--- src/rtl/pb_pkg.sv ---
// pb_pkg: shared pushbutton conditioner types and default sizes, also used by the uP top
package pb_pkg;
    localparam int PB_WIDTH           = 4;
    localparam int PB_SYNC_STAGES     = 2;
    localparam int PB_DEBOUNCE_CYCLES = 16;

    typedef enum logic [1:0] {
        IDLE_LO = 2'd0,
        WAIT_HI = 2'd1,
        IDLE_HI = 2'd2,
        WAIT_LO = 2'd3
    } pb_state_e;
endpackage

--- src/rtl/pushbutton_conditioner_if.sv ---
// pushbutton_conditioner_if: raw button inputs, conditioned outputs and event clear mask
interface pushbutton_conditioner_if import pb_pkg::*; #(
    parameter int WIDTH = PB_WIDTH
);
    logic [WIDTH-1:0] pb_raw;
    logic [WIDTH-1:0] event_clr;
    logic [WIDTH-1:0] pb_stable;
    logic [WIDTH-1:0] pb_rise;
    logic [WIDTH-1:0] pb_fall;
    logic [WIDTH-1:0] pb_event;

    modport master (
        output pb_raw, event_clr,
        input  pb_stable, pb_rise, pb_fall, pb_event
    );

    modport slave (
        input  pb_raw, event_clr,
        output pb_stable, pb_rise, pb_fall, pb_event
    );
endinterface

--- src/rtl/pb_debounce_bit.sv ---
// pb_debounce_bit: one-bit synchronizer plus debounce FSM with saturating sample counter
module pb_debounce_bit import pb_pkg::*; #(
    parameter int SYNC_STAGES     = PB_SYNC_STAGES,
    parameter int DEBOUNCE_CYCLES = PB_DEBOUNCE_CYCLES
) (
    input  logic clock,
    input  logic reset,
    input  logic pb_raw,
    output logic stable,
    output logic rise,
    output logic fall
);
    localparam int CW = $clog2(DEBOUNCE_CYCLES + 1);
    localparam logic [CW-1:0] CNT_MAX = CW'(DEBOUNCE_CYCLES);
    localparam logic [CW-1:0] CNT_ONE = CW'(1);

    logic [SYNC_STAGES-1:0] sync_q, sync_d;
    pb_state_e              state_q, state_d;
    logic [CW-1:0]          cnt_q, cnt_d;
    logic                   stable_q, stable_d;
    logic                   rise_q, rise_d;
    logic                   fall_q, fall_d;
    logic                   s;

    assign s = sync_q[SYNC_STAGES-1];

    always_comb begin
        sync_d   = {sync_q[SYNC_STAGES-2:0], pb_raw};
        state_d  = state_q;
        cnt_d    = cnt_q;
        stable_d = stable_q;
        rise_d   = 1'b0;
        fall_d   = 1'b0;
        case (state_q)
            IDLE_LO: if (s) begin
                state_d = WAIT_HI;
                cnt_d   = CNT_ONE;
            end
            WAIT_HI: if (!s) begin
                state_d = IDLE_LO;
                cnt_d   = '0;
            end else if (cnt_q == CNT_MAX) begin
                state_d  = IDLE_HI;
                cnt_d    = '0;
                stable_d = 1'b1;
                rise_d   = 1'b1;
            end else begin
                cnt_d = cnt_q + CNT_ONE;
            end
            IDLE_HI: if (!s) begin
                state_d = WAIT_LO;
                cnt_d   = CNT_ONE;
            end
            WAIT_LO: if (s) begin
                state_d = IDLE_HI;
                cnt_d   = '0;
            end else if (cnt_q == CNT_MAX) begin
                state_d  = IDLE_LO;
                cnt_d    = '0;
                stable_d = 1'b0;
                fall_d   = 1'b1;
            end else begin
                cnt_d = cnt_q + CNT_ONE;
            end
            default: state_d = IDLE_LO;
        endcase
    end

    always_ff @(posedge clock) begin
        if (!reset) begin
            sync_q   <= '0;
            state_q  <= IDLE_LO;
            cnt_q    <= '0;
            stable_q <= 1'b0;
            rise_q   <= 1'b0;
            fall_q   <= 1'b0;
        end else begin
            sync_q   <= sync_d;
            state_q  <= state_d;
            cnt_q    <= cnt_d;
            stable_q <= stable_d;
            rise_q   <= rise_d;
            fall_q   <= fall_d;
        end
    end

    assign stable = stable_q;
    assign rise   = rise_q;
    assign fall   = fall_q;
endmodule

--- src/rtl/pushbutton_conditioner.sv ---
// pushbutton_conditioner: per-bit debounced buttons with rise/fall strobes;
// sticky press flags only when PB_EVENT_LATCH_EN is defined
module pushbutton_conditioner import pb_pkg::*; #(
    parameter int WIDTH           = PB_WIDTH,
    parameter int SYNC_STAGES     = PB_SYNC_STAGES,
    parameter int DEBOUNCE_CYCLES = PB_DEBOUNCE_CYCLES
) (
    input logic                     clock,
    input logic                     reset,
    pushbutton_conditioner_if.slave pb
);
    logic [WIDTH-1:0] stable_w, rise_w, fall_w;

    for (genvar i = 0; i < WIDTH; i++) begin : g_bit
        pb_debounce_bit #(
            .SYNC_STAGES(SYNC_STAGES),
            .DEBOUNCE_CYCLES(DEBOUNCE_CYCLES)
        ) u_bit (
            .clock(clock),
            .reset(reset),
            .pb_raw(pb.pb_raw[i]),
            .stable(stable_w[i]),
            .rise(rise_w[i]),
            .fall(fall_w[i])
        );
    end

    assign pb.pb_stable = stable_w;
    assign pb.pb_rise   = rise_w;
    assign pb.pb_fall   = fall_w;

`ifdef PB_EVENT_LATCH_EN
    logic [WIDTH-1:0] event_q, event_d;

    // OR-ing the set after the clear lets a coincident press survive its clear
    always_comb event_d = (event_q & ~pb.event_clr) | rise_w;

    always_ff @(posedge clock) begin
        if (!reset) event_q <= '0;
        else        event_q <= event_d;
    end

    assign pb.pb_event = event_q;
`else
    logic unused_event_clr;
    assign unused_event_clr = &{1'b0, pb.event_clr};
    assign pb.pb_event = '0;
`endif
endmodule

--- src/flat_wrapper.sv ---
// flat-port wrapper written by rule: the top's interface ports become plain ports
module pushbutton_conditioner_flat import pb_pkg::*;
#(
    parameter int WIDTH           = PB_WIDTH,
    parameter int SYNC_STAGES     = PB_SYNC_STAGES,
    parameter int DEBOUNCE_CYCLES = PB_DEBOUNCE_CYCLES
)
  (clock, reset, pb_pb_raw, pb_event_clr, pb_pb_stable, pb_pb_rise, pb_pb_fall, pb_pb_event);
  pushbutton_conditioner_if #(.WIDTH(WIDTH)) pb_i ();
  input logic clock;
  input logic reset;
  input wire logic [$bits(pb_i.pb_raw)-1:0] pb_pb_raw;
  input wire logic [$bits(pb_i.event_clr)-1:0] pb_event_clr;
  output wire logic [$bits(pb_i.pb_stable)-1:0] pb_pb_stable;
  output wire logic [$bits(pb_i.pb_rise)-1:0] pb_pb_rise;
  output wire logic [$bits(pb_i.pb_fall)-1:0] pb_pb_fall;
  output wire logic [$bits(pb_i.pb_event)-1:0] pb_pb_event;
  assign pb_i.pb_raw = pb_pb_raw;
  assign pb_i.event_clr = pb_event_clr;
  assign pb_pb_stable = pb_i.pb_stable;
  assign pb_pb_rise = pb_i.pb_rise;
  assign pb_pb_fall = pb_i.pb_fall;
  assign pb_pb_event = pb_i.pb_event;
  pushbutton_conditioner #(.WIDTH(WIDTH), .SYNC_STAGES(SYNC_STAGES), .DEBOUNCE_CYCLES(DEBOUNCE_CYCLES)) u_core (.clock(clock), .reset(reset), .pb(pb_i));
endmodule
--- config.mk ---
export PLATFORM = sky130hd
export DESIGN_NAME = pushbutton_conditioner_flat
export DESIGN_NICKNAME = d
export VERILOG_FILES = /design/src/rtl/pb_pkg.sv /design/src/rtl/pushbutton_conditioner_if.sv /design/src/rtl/pb_debounce_bit.sv /design/src/rtl/pushbutton_conditioner.sv /design/src/flat_wrapper.sv
export SDC_FILE = /design/constraint.sdc
export NUM_CORES = 1
export LEC_CHECK = 0
export ABC_CLOCK_PERIOD_IN_PS = 3500
export BUFFER_PORTS_ARGS = -buffer_cell sky130_fd_sc_hd__clkbuf_2
export CAP_MARGIN = 20
export CELL_PAD_IN_SITES_DETAIL_PLACEMENT = 1
export CELL_PAD_IN_SITES_GLOBAL_PLACEMENT = 2
export CORE_MARGIN = 5
export CORE_UTILIZATION = 38
export CTS_CLUSTER_SIZE = 14
export DETAILED_ROUTE_END_ITERATION = 7
export GPL_TIMING_DRIVEN = 0
export HOLD_SLACK_MARGIN = 0.08
export PLACE_DENSITY_LB_ADDON = 0.1
export REMOVE_ABC_BUFFERS = 1
export SLEW_MARGIN = 20
export SYNTH_ARGS = -nofsm -noshare
export SYNTH_HDL_FRONTEND = slang
export SYNTH_SLANG_ARGS = --single-unit
--- constraint.sdc ---
create_clock -name clock -period 3.5 [get_ports clock]
set_input_delay 0.35 -clock clock [delete_from_list [all_inputs] [get_ports clock]]
set_output_delay 0.35 -clock clock [all_outputs]
set_load 0.05 [all_outputs]
==> run_results.csv, run 1 <==
group,metric,value,unit
critical_path,slowest_stage,"or4b_1",
synthesis,synth_area_per_cell,9.13,um2
clocking,cts.sinks,48,
placed_design,place.gp.congestion,0.683,
clocking,cts_tree,"built",
critical_path,critPathLaunchType,"input pin",
critical_path,r2r_setup_slack,1.96,ns
timing,period_needed,1.89,ns
timing,worstMarginPinSlew,0.716,ns
layout,postLayoutCellArea,2440,um2
layout,fin_util,41.3,%
clocking,cts_resized,0,
layout,final_cell_mix,"dfxtp_1 (48), nand3_1 (29), inv_1 (17), clkbuf_2 (17), nor2_1 (11)",
clocking,insertion_delay,0.31,ns
clocking,cts_buffers,5,
floorplanning,die_x,88.0,um
timing,max_freq,0.528,GHz
floorplanning,start_util,39.0,%
worst_hold_path,hp-class,"in2reg",
critical_path,cp_slowest_stage_delay,0.60,ns
clocking,clk_pin_slew,0.09,ns
clocking,cts_setup_buffers,0,
critical_path,critical_path_buf_inv_count,2,
floorplanning,rows,28,
synthesis,yosysSeqAreaShare,41.6,%
layout,syn2layout_area_growth,5.85,%
synthesis,yosys_warnings,0,
timing,final_hold_viol_count,0,
power_and_ir_drop,vdd_drop_max,0.235,mV
power_and_ir_drop,power_density,417,nW/um2
synthesis,synth_area,2310,um2
critical_path,cp.arrival,2.11,ns
timing,setup_ws,1.61,ns
timing,setup_tns,0,ns
layout,num-fill-cells,701,
critical_path,critPathMaxFanout,36,
global_route,grt_pass1_vias,1754,
routing,detail_route.wl_per_cell,14.0,um
global_route,grt_pass1_wl,8040,um
routing,dr.pass1.iters,4,
synthesis,synth_cells,253,
routing,vias,1774,
layout,drive_above_1_share,13.7,%
critical_path,reg2reg_from,"u_core.g_bit[1].u_bit.cnt_q[0]",
floorplanning,dieHeight,88.0,um
layout,nets,272,
global_route,grt_max_degree,37,
critical_path,required,3.72,ns
worst_hold_path,holdCritStartpoint,"pb_pb_raw[3]",
flow_run,drv_cap,0,
synthesis,async_flop_share,0,%
layout,antennaDiodeCount,0,
clocking,cts_root_buf,"clkbuf_8",
synthesis,synth_cell_types,49,
critical_path,worstSetupPathType,"in2reg",
power_and_ir_drop,p_leak,0.862,nW
floorplanning,die-area,7740,um2
synthesis,synthFlopType,"dfxtp_1",
timing,fin_skew,0.00529,ns
routing,drtAntennaViolNets,0,
critical_path,cp_top_family,"buffers and inverters",
global_route,grtUsageTotal,13.2,%
placed_design,placed_cell_area,2330,um2
synthesis,ys_ff_latch,48,
floorplanning,core_area,5920,um2
timing,period_share,54.1,%
critical_path,critPathCaptureType,"flop",
routing,drt-initial-drc-count,55,
routing,totalWireLength,4630,um
worst_hold_path,holdPathEnd,"u_core.g_bit[3].u_bit.sync_q[0]",
timing,rsz0062_at_grt,"no",
worst_hold_path,min_path_cells,2,
routing,drc,0,
floorplanning,ios,26,
routing,vias_per_cell,5.38,
critical_path,reg2reg_depth,5,
clocking,hold_buffers,0,
global_route,antenna_found_initial,0,
clocking,cts_max_level,2,
layout,final_common_cell,"dfxtp_1",
critical_path,timing.rr.end,"u_core.g_bit[1].u_bit.cnt_q[0]",
placed_design,dpl.hpwl,3220,um
clocking,clockBufferDepth,2,
global_route,overflow,0,
status,status,"finished, final reports clean",
timing,report.final.slew_viol_count,0,
synthesis,synth_edf_count,0,
critical_path,worstPathCellList,"clkbuf_2, inv_1, or4b_1, o311ai_1",
placed_design,portBuffers,17,
timing,maxSlewHeadroom,52.3,%
timing,finalSetupViolations,0,
placed_design,dpl_worst_slack,1.25,ns
per-stage QoR:
stage	hold slack, ns	std cells	total power, mW
global route	0.240	330	1.07
detailed placement	0.422	322	0.626
floorplan	0.412	230	0.607
global placement	0.414	322	0.626
CTS	0.229	330	1.04
finish	0.242	330	1.02
worst register-to-register path: cells and delay by family (launching register included):
family	cells	cell delay (ns)
and+or+nand+nor	2	0.50
DFF	1	0.43
AOI/OAI and AO/OA	1	0.26
adders and majority gates	1	0.19
buffers and inverters	1	0.07
sequential cells by signal (all words and copies together), names as in the netlist, named ones only:
| signal | count |
|---|---|
| u_core.g_bit.u_bit.state_q | 4 |
| u_core.g_bit.u_bit.rise | 4 |
| u_core.g_bit.u_bit.sync_q | 8 |
| u_core.g_bit.u_bit.fall | 4 |
| u_core.g_bit.u_bit.stable | 4 |
| u_core.g_bit.u_bit.cnt_q | 20 |
worst max path at each step:
stage	cells past startpoint	startpoint	slack, ns	endpoint
3_5_place_dp	4	reset	1.25	u_core.g_bit[3].u_bit.cnt_q[3]
2_1_floorplan	5	u_core.g_bit[1].u_bit.cnt_q[0]	2.12	u_core.g_bit[1].u_bit.cnt_q[0]
6_report	4	reset	1.61	u_core.g_bit[3].u_bit.cnt_q[3]
4_1_cts	4	reset	1.57	u_core.g_bit[3].u_bit.cnt_q[3]
3_3_place_gp	4	reset	1.25	u_core.g_bit[3].u_bit.cnt_q[3]
5_1_grt	4	reset	1.43	u_core.g_bit[3].u_bit.cnt_q[3]
layer usage:
metal	GRT usage [%]	vias up	routed length [um]	share of wire, %
li1	-	886	-	-
met1	16.2	854	2310	50
met2	22.5	28	2100	45
met3	3.67	6	156	3.4
met4	3.77	0	60	1.3
met5	0	-	0	0
final cells by class:
type                    instances  area, um2  share of cell area (%)
well taps                      75       93.8                    3.84
repair buffers                 17       85.1                    3.48
inverters                      17       63.8                    2.61
clock inverters                 3       42.5                    1.74
clock buffers                   5       68.8                    2.81
flip-flops and latches         48        961                    39.3
multi-input cells             165       1130                    46.2
cells by family after synthesis:
group	count (synthesis)	synth area share (%)
simple gates	101	26.2
fa+ha+maj	8	4.33
buf+inv	43	9.97
xor+xnor	13	5.91
other cells	1	0.162
compound gates	39	11.8
flops	48	41.6
Yosys cell counts (2+ instances only):
library cell   n  area [um2]
dfxtp_1       48         961
nand3_1       29         145
buf_4         17         128
inv_1         17        63.8
nor2_1        11        41.3
a21oi_1        9        45.0
and2_1         9        56.3
nand2_1        9        33.8
nand4_1        9        56.3
ha_1           8         100
o211ai_1       7        52.6
xor2_1         7        61.3
nor3_1         5        25.0
o21ai_0        5        25.0
a31oi_1        4        25.0
and3_1         4        25.0
clkbuf_1       4        15.0
nand4b_1       4        35.0
buf_2          3        15.0
nand4bb_1      3        33.8
xnor2_1        3        26.3
a2111oi_2      2        30.0
a211oi_1       2        15.0
and4b_1        2        20.0
and4bb_2       2        25.0
nor2b_1        2        12.5
nor4_1         2        12.5
o21a_1         2        15.0
o221ai_1       2        17.5
o22ai_1        2        12.5
xor2_2         2        32.5
report_power, final:
part / switching, mW / internal, mW
clock: 0.194 / 0.212
sequential: 0.0114 / 0.554
combinational: 0.0345 / 0.0129
total: 0.240 / 0.778
No activity file was read; power rests on OpenSTA's default activity.
==> run 2: changes to the inputs <==
--- a/config.mk
+++ b/config.mk
@@ -5,13 +5,13 @@
 export SDC_FILE = /design/constraint.sdc
 export NUM_CORES = 1
 export LEC_CHECK = 0
-export ABC_CLOCK_PERIOD_IN_PS = 3500
+export ABC_CLOCK_PERIOD_IN_PS = 1680
 export BUFFER_PORTS_ARGS = -buffer_cell sky130_fd_sc_hd__clkbuf_2
 export CAP_MARGIN = 20
 export CELL_PAD_IN_SITES_DETAIL_PLACEMENT = 1
 export CELL_PAD_IN_SITES_GLOBAL_PLACEMENT = 2
 export CORE_MARGIN = 5
-export CORE_UTILIZATION = 38
+export CORE_UTILIZATION = 32
 export CTS_CLUSTER_SIZE = 14
 export DETAILED_ROUTE_END_ITERATION = 7
 export GPL_TIMING_DRIVEN = 0
==> constraint.sdc (replaced) <==
create_clock -name clock -period 1.68 [get_ports clock]
set_input_delay 0.168 -clock clock [delete_from_list [all_inputs] [get_ports clock]]
set_output_delay 0.168 -clock clock [all_outputs]
set_load 0.05 [all_outputs]
==> run_results.csv, run 2 (synthesis gave the netlist of run 1 again) <==
group,metric,value,unit
layout,antennaDiodeCount,0,
flow_run,drv_cap,0,
placed_design,dpl_worst_slack,-0.409,ns
timing,period_needed,1.57,ns
timing,report.final.slew_viol_count,0,
clocking,insertion_delay,0.30,ns
layout,reg_top3,"u_core.g_bit.u_bit.cnt_q (20), u_core.g_bit.u_bit.sync_q (8)",
timing,setup_ws,0.109,ns
routing,detail_route.wl_per_cell,13.9,um
power_and_ir_drop,vdd_drop_max,0.251,mV
critical_path,worstSetupPathType,"reg2reg",
placed_design,portBuffers,17,
worst_hold_path,hp-class,"in2reg",
global_route,grtUsageTotal,12.3,%
layout,syn2layout_area_growth,7.80,%
routing,drt-initial-drc-count,38,
timing,fin_hold_ws,0.0910,ns
timing,rsz0062_at_grt,"no",
floorplanning,die_x,95.0,um
critical_path,critPathCaptureType,"flop",
timing,maxSlewHeadroom,49.3,%
layout,drive_above_1_share,13.9,%
layout,final_common_cell,"dfxtp_1",
clocking,cts_max_level,2,
timing,worstMarginPinSlew,0.760,ns
layout,final_cell_mix,"dfxtp_1 (48), nand3_1 (29), clkbuf_2 (17)",
timing,period_share,93.5,%
power_and_ir_drop,power_density,781,nW/um2
placed_design,place.gp.congestion,0.692,
layout,largest_reg_flops,20,
critical_path,critPathMaxFanout,7,
clocking,cts_tree,"built",
timing,max_freq,0.636,GHz
floorplanning,dieHeight,95.0,um
floorplanning,rows,31,
global_route,overflow,0,
clocking,cts_root_buf,"clkbuf_8",
routing,drc,0,
floorplanning,ios,26,
layout,top_register,"u_core.g_bit.u_bit.cnt_q",
routing,totalWireLength,4970,um
global_route,grt_pass1_wl,8810,um
layout,nets,277,
critical_path,cp.arrival,1.77,ns
clocking,cts_buffers,5,
timing,finalSetupViolations,0,
routing,vias_per_cell,4.94,
routing,drtAntennaViolNets,0,
placed_design,dpl.hpwl,3370,um
floorplanning,start_util,32.4,%
routing,vias,1767,
power_and_ir_drop,p_leak,0.866,nW
status,status,"finished, final reports clean",
clocking,clockBufferDepth,2,
clocking,cts.sinks,48,
critical_path,required,1.88,ns
timing,fin_skew,0.00692,ns
floorplanning,die-area,9020,um2
routing,dr.pass1.iters,4,
timing,final_hold_viol_count,0,
global_route,antenna_found_initial,0,
critical_path,critPathLaunchType,"flop",
timing,setup_tns,0,ns
power_and_ir_drop,finalPower,1.94,mW
floorplanning,core_area,7140,um2
global_route,grt_max_degree,37,
clocking,clk_pin_slew,0.09,ns
global_route,grt_pass1_vias,1806,
## run 2: cell types whose count changed in the layout (fill, tap and decap cells not counted), sizes merged
cell         previous run  this run
buf                     0         2
bufinv                  1         0
clkbuf                 22        23
inv                    17        16
dlygate4sd3             0         3
## run 2: path summary, 6_finish.rpt
check                                       start                         endpoint  slack, ns  depth (start not counted)
setup / recovery   u_core.g_bit[1].u_bit.cnt_q[0]   u_core.g_bit[1].u_bit.cnt_q[0]       0.11                          5
hold / removal                       pb_pb_raw[1]  u_core.g_bit[1].u_bit.sync_q[0]       0.09                          2
setup reg to reg   u_core.g_bit[1].u_bit.cnt_q[0]   u_core.g_bit[1].u_bit.cnt_q[0]       0.11                          5
hold reg to reg   u_core.g_bit[1].u_bit.sync_q[0]  u_core.g_bit[1].u_bit.sync_q[1]       0.43                          1
## run 2: through the flow
stage	instances	cell area, um2	util, %
after floorplan	230	2150	-
after global placement	346	2360	33.1
after detailed placement	346	2360	33.1
after CTS	358	2490	34.9
after global routing	358	2490	34.9
final	358	2490	34.9
## run 2: per-layer routing
metal	track usage [%]	vias to the layer above	share of wire (%)
li1	-	894	-
met1	16.1	849	50
met2	19.9	18	46
met3	2.87	6	2.5
met4	4.33	0	1.4
met5	0	-	0
## run 2: what timing repair did
action	in CTS	in global routing
setup endpoints to repair	1	0
gates resized for setup	1	0
hold buffers	3	0
setup buffers	2	0
endpoints found under the hold margin	3	0
## run 2: cell type report
type                    count  area (um2)
fillers                   873        4650
multi-input cells         165        1130
flip-flops and latches     48         961
repair buffers             22         130
well taps                  99         124
clock buffers               6        72.6
inverters                  17        67.6
clock inverters             1        5.00
## run 2: where the power goes
part	internal [mW]	total (mW)	switching (mW)	leakage [nW]
Clock	0.284	0.657	0.373	0.0410
Sequential	1.15	1.18	0.0242	0.389
Combinational	0.0347	0.110	0.0753	0.436
Total	1.47	1.94	0.472	0.866
## run 2: critical path, cell delays in order, from the launching register on
cell	delay (ns)
dfxtp_1	0.43
inv_1	0.07
ha_1	0.19
and4bb_1	0.27
and2_1	0.24
a2111oi_2	0.28
==> run 3: changes to the inputs <==
--- a/config.mk
+++ b/config.mk
@@ -16,6 +16,7 @@
 export DETAILED_ROUTE_END_ITERATION = 7
 export GPL_TIMING_DRIVEN = 0
 export HOLD_SLACK_MARGIN = 0.08
+export MAX_ROUTING_LAYER = met4
 export PLACE_DENSITY_LB_ADDON = 0.1
 export REMOVE_ABC_BUFFERS = 1
 export SLEW_MARGIN = 20
==> run_results.csv, run 3 (synthesis gave the netlist of run 1 again) <==
group,metric,value,unit
clocking,cts_tree,"built",
clocking,cts.sinks,48,
timing,report.final.slew_viol_count,0,
layout,drive_above_1_share,13.9,%
floorplanning,core_area,7140,um2
layout,reg_top3,"u_core.g_bit.u_bit.cnt_q (20), u_core.g_bit.u_bit.sync_q (8)",
timing,period_share,93.5,%
critical_path,critPathCaptureType,"flop",
routing,totalWireLength,4970,um
layout,nets,277,
timing,finalSetupViolations,0,
power_and_ir_drop,p_int,1.47,mW
power_and_ir_drop,p_clk_share,33.8,%
critical_path,critPathLaunchType,"flop",
power_and_ir_drop,finalPower,1.95,mW
timing,setup_tns,0,ns
critical_path,required,1.88,ns
layout,fin_util,34.9,%
global_route,grt_pass1_wl,8810,um
layout,multiInputGateArea,1130,um2
timing,period_needed,1.57,ns
global_route,grtUsageTotal,12.7,%
global_route,grt_pass1_vias,1805,
power_and_ir_drop,power_density,781,nW/um2
power_and_ir_drop,p_seq_share,60.5,%
routing,drt-initial-drc-count,34,
clocking,clockBufferDepth,2,
worst_hold_path,hp-class,"in2reg",
layout,final_common_cell,"dfxtp_1",
layout,final_cell_mix,"dfxtp_1 (48), nand3_1 (29), clkbuf_2 (17)",
critical_path,worstSetupPathType,"reg2reg",
global_route,overflow,0,
layout,syn2layout_area_growth,7.80,%
flow_run,drv_cap,0,
layout,num-fill-cells,873,
routing,dr.pass1.iters,4,
floorplanning,dieHeight,95.0,um
global_route,antenna_found_initial,0,
critical_path,cp.arrival,1.77,ns
clocking,cts_buffers,5,
clocking,insertion_delay,0.30,ns
status,status,"finished, final reports clean",
timing,rsz0062_at_grt,"no",
timing,fin_skew,0.00666,ns
routing,drtAntennaViolNets,0,
floorplanning,die_x,95.0,um
clocking,cts_root_buf,"clkbuf_8",
floorplanning,rows,31,
placed_design,dpl.hpwl,3370,um
power_and_ir_drop,power.net_switching,0.473,mW
clocking,clk_pin_slew,0.09,ns
power_and_ir_drop,switching_share,24.3,%
critical_path,cp_slowest_stage_delay,0.43,ns
critical_path,worstPathCellList,"inv_1, ha_1, and4bb_1, and2_1, a2111oi_2",
routing,detail_route.wl_per_cell,13.9,um
placed_design,placed_cell_area,2360,um2
power_and_ir_drop,combPwrFrac,5.7,%
layout,postLayoutCellArea,2490,um2
timing,setup_ws,0.110,ns
critical_path,critPathMaxFanout,7,
layout,top_register,"u_core.g_bit.u_bit.cnt_q",
routing,vias,1771,
global_route,grt_max_degree,37,
placed_design,dpl_worst_slack,-0.409,ns
placed_design,portBuffers,17,
routing,vias_per_cell,4.95,
critical_path,slowest_stage,"dfxtp_1",
timing,final_hold_viol_count,0,
layout,register_area,961,um2
floorplanning,ios,26,
power_and_ir_drop,vdd_drop_max,0.251,mV
layout,antennaDiodeCount,0,
timing,maxSlewHeadroom,49.4,%
layout,largest_reg_flops,20,
power_and_ir_drop,p_leak,0.866,nW
floorplanning,start_util,32.4,%
floorplanning,die-area,9020,um2
timing,max_freq,0.637,GHz
timing,worstMarginPinSlew,0.759,ns
routing,drc,0,
clocking,cts_max_level,2,
placed_design,place.gp.congestion,0.699,
run 3: cell counts in the layout (fill, tap and decap cells not counted):
No cell type changed its count.
run 3: worst paths after layout:
check                                  startpoint                               to  slack, ns  depth (start not counted)
setup reg to reg   u_core.g_bit[1].u_bit.cnt_q[0]   u_core.g_bit[1].u_bit.cnt_q[0]       0.11                          5
hold / removal                       pb_pb_raw[1]  u_core.g_bit[1].u_bit.sync_q[0]       0.09                          2
hold reg to reg   u_core.g_bit[1].u_bit.sync_q[0]  u_core.g_bit[1].u_bit.sync_q[1]       0.43                          1
setup / recovery   u_core.g_bit[1].u_bit.cnt_q[0]   u_core.g_bit[1].u_bit.cnt_q[0]       0.11                          5
run 3: critical path, delay by kind of cell (launching register included):
family / cells / cell delay [ns]
buffers and inverters: 1 / 0.07
flip-flops: 1 / 0.43
AND/OR/NAND/NOR: 2 / 0.51
adder cells (fa/ha/maj): 1 / 0.19
AO/OA/AOI/OAI: 1 / 0.28
run 3: area by class of cell:
| type | count | area share [%] |
|---|---|---|
| multi-input cells | 165 | 45.4 |
| flip-flops and latches | 48 | 38.6 |
| repair buffers | 22 | 5.23 |
| well taps | 99 | 4.97 |
| clock buffers | 6 | 2.91 |
| inverters | 17 | 2.71 |
| clock inverters | 1 | 0.201 |
run 3: routing by layer:
metal,part of all wire (%),wire length (um),track usage [%]
met4,1.4,71,4.33
met5,0,0,-
met2,46,2280,19.9
met3,2.5,124,2.87
met1,50,2500,16.1
run 3: power by group through the flow:
stage | Clock [mW] | Combinational, mW | Sequential (mW)
6_report | 0.657 | 0.110 | 1.18
5_1_grt | 0.758 | 0.124 | 1.18
4_1_cts | 0.710 | 0.113 | 1.18
3_5_place_dp | 0 | 0.102 | 1.20
3_3_place_gp | 0 | 0.102 | 1.20
2_1_floorplan | 0 | 0.0674 | 1.20
run 3: metrics by stage:
stage / std cells / hold WS (ns)
floorplan: 230 / 0.285
global placement: 346 / 0.374
detailed placement: 346 / 0.382
CTS: 358 / 0.0850
global route: 358 / 0.0801
finish: 358 / 0.0904
run 3: what timing repair did:
item                                    in CTS  in global routing
resized for setup                            1                  0
hold buffers                                 3                  0
hold endpoints to repair                     3                  0
setup buffers                                2                  0
endpoints found under the setup margin       1                  0
